`src/rtl/regfile_mp.sv`:
```
// Multi-read-port register file with write-first bypass and a post-reset clear sequencer.
// Read latency 1 cycle; ready stays low while the array is cleared one entry per edge.
module regfile_mp #(
  parameter  int WIDTH    = 32,
  parameter  int NREGS    = 32,
  parameter  int NREAD    = 2,
  parameter  int ZERO_REG = 1,
  localparam int AW       = $clog2(NREGS)
) (
  input  logic                   clk,
  input  logic                   rst_n,
  input  logic                   we,
  input  logic [AW-1:0]          waddr,
  input  logic [WIDTH-1:0]       wdata,
  input  logic [NREAD-1:0]       ren,
  input  logic [NREAD*AW-1:0]    raddr,
  output logic [NREAD*WIDTH-1:0] rdata,
  output logic                   ready
);

  typedef enum logic {S_CLEAR, S_RUN} state_t;

  state_t                   state_q, state_d;
  logic [AW-1:0]            idx_q, idx_d;
  logic                     ready_q, ready_d;
  logic [NREAD*WIDTH-1:0]   rdata_q, rdata_d;

  logic [WIDTH-1:0]         mem_q [NREGS];
  logic                     mem_we;
  logic [AW-1:0]            mem_waddr;
  logic [WIDTH-1:0]         mem_wdata;
  logic                     wr_ok;
  logic [AW-1:0]            ra;

  // A write to entry 0 is dropped when that entry is hardwired to zero.
  assign wr_ok = we && !((ZERO_REG != 0) && (waddr == '0));

  always_comb begin
    state_d   = state_q;
    idx_d     = idx_q;
    ready_d   = ready_q;
    rdata_d   = rdata_q;
    mem_we    = 1'b0;
    mem_waddr = idx_q;
    mem_wdata = '0;
    ra        = '0;
    case (state_q)
      S_CLEAR: begin
        mem_we    = 1'b1;
        mem_waddr = idx_q;
        rdata_d   = '0;
        if (idx_q == AW'(NREGS - 1)) begin
          state_d = S_RUN;
          ready_d = 1'b1;
        end else begin
          idx_d = idx_q + {{(AW-1){1'b0}}, 1'b1};
        end
      end
      default: begin
        mem_we    = wr_ok;
        mem_waddr = waddr;
        mem_wdata = wdata;
        for (int p = 0; p < NREAD; p++) begin
          ra = raddr[p*AW +: AW];
          if (ren[p]) begin
            if ((ZERO_REG != 0) && (ra == '0))
              rdata_d[p*WIDTH +: WIDTH] = '0;
            else if (wr_ok && (waddr == ra))
              rdata_d[p*WIDTH +: WIDTH] = wdata;
            else
              rdata_d[p*WIDTH +: WIDTH] = mem_q[ra];
          end
        end
      end
    endcase
    // The reset edge leaves the array untouched.
    if (!rst_n)
      mem_we = 1'b0;
  end

  always_ff @(posedge clk) begin
    if (!rst_n) begin
      state_q <= S_CLEAR;
      idx_q   <= '0;
      ready_q <= 1'b0;
      rdata_q <= '0;
    end else begin
      state_q <= state_d;
      idx_q   <= idx_d;
      ready_q <= ready_d;
      rdata_q <= rdata_d;
    end
  end

  always_ff @(posedge clk) begin
    if (mem_we)
      mem_q[mem_waddr] <= mem_wdata;
  end

  assign rdata = rdata_q;
  assign ready = ready_q;

endmodule
```
`config.mk`:
```
export PLATFORM = sky130hd
export DESIGN_NAME = regfile_mp
export DESIGN_NICKNAME = d
export VERILOG_FILES = /design/src/rtl/regfile_mp.sv
export SDC_FILE = /design/constraint.sdc
export NUM_CORES = 1
export LEC_CHECK = 0
export CAP_MARGIN = 20
export CORE_UTILIZATION = 40
export CTS_BUF_LIST = sky130_fd_sc_hd__clkbuf_16
export CTS_CLUSTER_DIAMETER = 80
export DETAILED_ROUTE_END_ITERATION = 10
export PLACE_DENSITY_LB_ADDON = 0.1
export SKIP_CTS_REPAIR_TIMING = 1
export SKIP_LAST_GASP = 1
export SYNTH_ARGS = -nofsm -noshare
export SYNTH_HDL_FRONTEND = slang
export SYNTH_SLANG_ARGS = --single-unit
```
`constraint.sdc`:
```
create_clock -name clk -period 2.8 [get_ports clk]
set_input_delay 0.42 -clock clk [delete_from_list [all_inputs] [get_ports clk]]
set_output_delay 0.42 -clock clk [all_outputs]
set_load 0.03 [all_outputs]
```
==> summary.md <==
| Metric | Value |
|---|---|
| Status | finished clean |
| Final WS setup | 0.3180 ns |
| Seq/Total Area, Yosys | 0.6458 |
| Number of global-route vias before repair | around 32000 |
| Via/cell ratio | ~6.3 |
| Clock transition at the registers of the reported paths | approximately 0.07 ns |
| Max cap viols | 0 |
| Die Area | approximately 130000 sq um |
| Worst path bufs/invs | 1 |
| Crit path cell chain | clkdlybuf4s50_1 |
| VDD IR max | 447.1 uV |
| Hold Vio Cnt, Final | 0 |
| Share of flip-flops with an asynchronous set or reset | 0 |
| Yosys Warn Count | 0 |
| Post-Syn Area per Cell | about 18 sq um |
| DP Area | roughly 56000 sq um |
| Die height | between 300 and 400 um |
| Synthesized cell area | 49810 sq um |
| WP data arrival | approximately 2 ns |
| CTS buffer count | about 120 |
| CTS Buffer Depth | 3 |
| Stages on the worst setup path | 1 |
| Min Tclk post-route | ~2.5 ns |
| Post-route clock period utilization | 0.8864 |
| Leakage | slightly below 0.02 uW |
| Routed wire length | about 170000 um |
| Total GRT Usage | 0.2654 |
| Routed WL per cell | 34.41 um |
| Starting density of the core | 0.4029 |
| Hold Path Cell Cnt | 3 |
| Distinct cells, synth | 42 |
| Final non-filler cell area | about 60000 sq um |
| EDFF count, synth | about 1000 |
| Seq cells post-synth | about 1100 |
| Initial antenna violation count | 2 |
| Worst EP required | about 2.4 ns |
| WS Path Type | register to primary output |
| DRC violations left | 0 |
| N_diodes | 0 |
| CP max-delay cell | clkdlybuf4s50_1 |
| DIE WIDTH | 354.9 um |
| Grt ovf | 0 |
| Total power | about 35000 uW |
| CTS sink count | approximately 1100 |
| Drt first pass iters | 6 |
| Largest net degree at the start of global routing | 49 |
| Fin. max-slew vios | 0 |
| I/O pins | 117 |
| Final setup violation count | 0 |
| CTS H-Tree Depth | 3 |
| Max-slew headroom | 0.1846 |
| Net Count, Synth | between 2000 and 3000 |
| Final GP Congestion | around 0.9 |
| PortBufs | roughly 120 |
| DP HPWL | roughly 110000 um |
| Pwr dens | around 600 nW/um^2 |
| Root Buffer | clkbuf_16 |
| Ys flop type | edfxtp_1 |
| Core area | between 100000 and 150000 sq um |
| Worst stage delay on the critical path | about 0.76 ns |
| # nets final | 3166 |
| Unrepaired setup endpoints after global routing | false |
| Worst Setup End Kind | primary output |
| Clock latency on the worst-skew pair | between 0.7 and 0.8 ns |
| Post-route ant nets | 0 |
| Area fraction of the dominant cell type after synthesis | 0.6173 |
| Detailed-route via count | slightly above 30000 |
| Area delta synth->final | 20.04% |
| Pre-CTS WS | -0.08293 ns |
| Max Fclk | 402.9 MHz |
| Row count | 129 |
| DRT iter0 DRCs | between 3000 and 4000 |
| Area contributors post-synth | edfxtp_1, mux4_2, mux2i_1, a22oi_1, dfxtp_1 |
| Share of cells above drive strength 1 | 0.2921 |
| CTS tree | yes |
| Cells after synthesis | ~2800 |
| Area leader, netlist | edfxtp_1 |
| Crit path max fanout | 2 |
| First-pass GRT wire length | 237300 um |
| Worst hold path class | input port to register |
| Critical path's top delay family | buffers and inverters |
| Final Skew | around 0.023 ns |
| Most frequent cells in the layout | edfxtp_1, mux4_2, mux2i_1 |
| Worst reg-to-reg setup slack | 0.32 ns |
| Worst-margin pin slew | about 1.2 ns |
| FF-to-FF path depth | 5 |
| Commonest non-fill, non-tap cell in the layout | edfxtp_1 |
| CP startpoint kind | register |
| Setup TNS | 0 ns |
==> metrics by stage <==
step,util,cells,hold slack (ns)
floorplan,-,2769,0.4999
global placement,0.4542,4631,0.4550
detailed placement,0.4542,4631,0.4612
CTS,0.4837,4852,0.4046
global route,0.4837,4852,0.4452
finish,0.4837,4852,0.4357
==> worst min-delay path: cells and delay by family <==
kind	cells	cell delay [ns]
buffers and inverters	1	0.52
AOI/OAI and AO/OA	2	0.17
==> registers in the layout, summed over array words and instances (netlist names) <==
register and count:
mem_q 1024, rdata 64, idx_q 5, ready 1, state_q 1
==> routing by layer <==
layer / vias to the layer above / global-route usage / wire length (um)
li1: 12610 / - / -
met1: 16500 / 0.3714 / 70400
met2: 1410 / 0.4263 / 79550
met3: 271 / 0.03738 / 11490
met4: 0 / 0.09207 / 5504
met5: - / 0 / 0
==> cells by family after synthesis <==
logic type / count (synthesis) / share of synthesized area
flops: 1095 / 0.6458
mux: 643 / 0.2257
compound gates: 562 / 0.08475
buf+inv: 232 / 0.01911
simple gates: 222 / 0.02185
xor+xnor: 13 / 0.002286
fa+ha+maj: 2 / 0.0005023
==> final cells by class <==
| cell class | instances | area [sq um] |
|---|---|---|
| fill | 10360 | 63840 |
| multi-input combinational | 1442 | 17060 |
| clock buffer | 120 | 3003 |
| sequential | 1095 | 32170 |
| timing repair buffer | 452 | 4857 |
| inverter | 5 | 18.77 |
| tap | 1637 | 2048 |
| clock inverter | 101 | 634.4 |
==> where the power goes <==
part | switching, uW | internal (uW)
clock network | 6430 | 8340
registers | 43.6 | 17700
logic | 1490 | 1220
==> worst paths after layout <==
check / startpoint / endpoint
worst max-delay path: rdata[31]$_SDFFE_PN0P_ / rdata[31]
worst min-delay path: wdata[19] / rdata[51]$_SDFFE_PN0P_
worst max register to register: state_q$_SDFF_PN0_ / rdata[12]$_SDFFE_PN0P_
worst min register to register: ready$_SDFFE_PN0P_ / ready$_SDFFE_PN0P_
==> cells in the mapped netlist, types with 33 or more instances <==
| cell type | number |
|---|---|
| o21a_1 | 33 |
| clkbuf_1 | 146 |
| edfxtp_1 | 1024 |
| a221oi_1 | 160 |
| mux2i_1 | 258 |
| a21oi_1 | 66 |
| nand2_1 | 81 |
| and2_1 | 39 |
| or3_1 | 33 |
| a22oi_1 | 192 |
| dfxtp_1 | 71 |
| buf_2 | 62 |
| nor2_1 | 40 |
| mux4_2 | 384 |
| o21ai_0 | 39 |
Power figures use the tool's default switching activity.
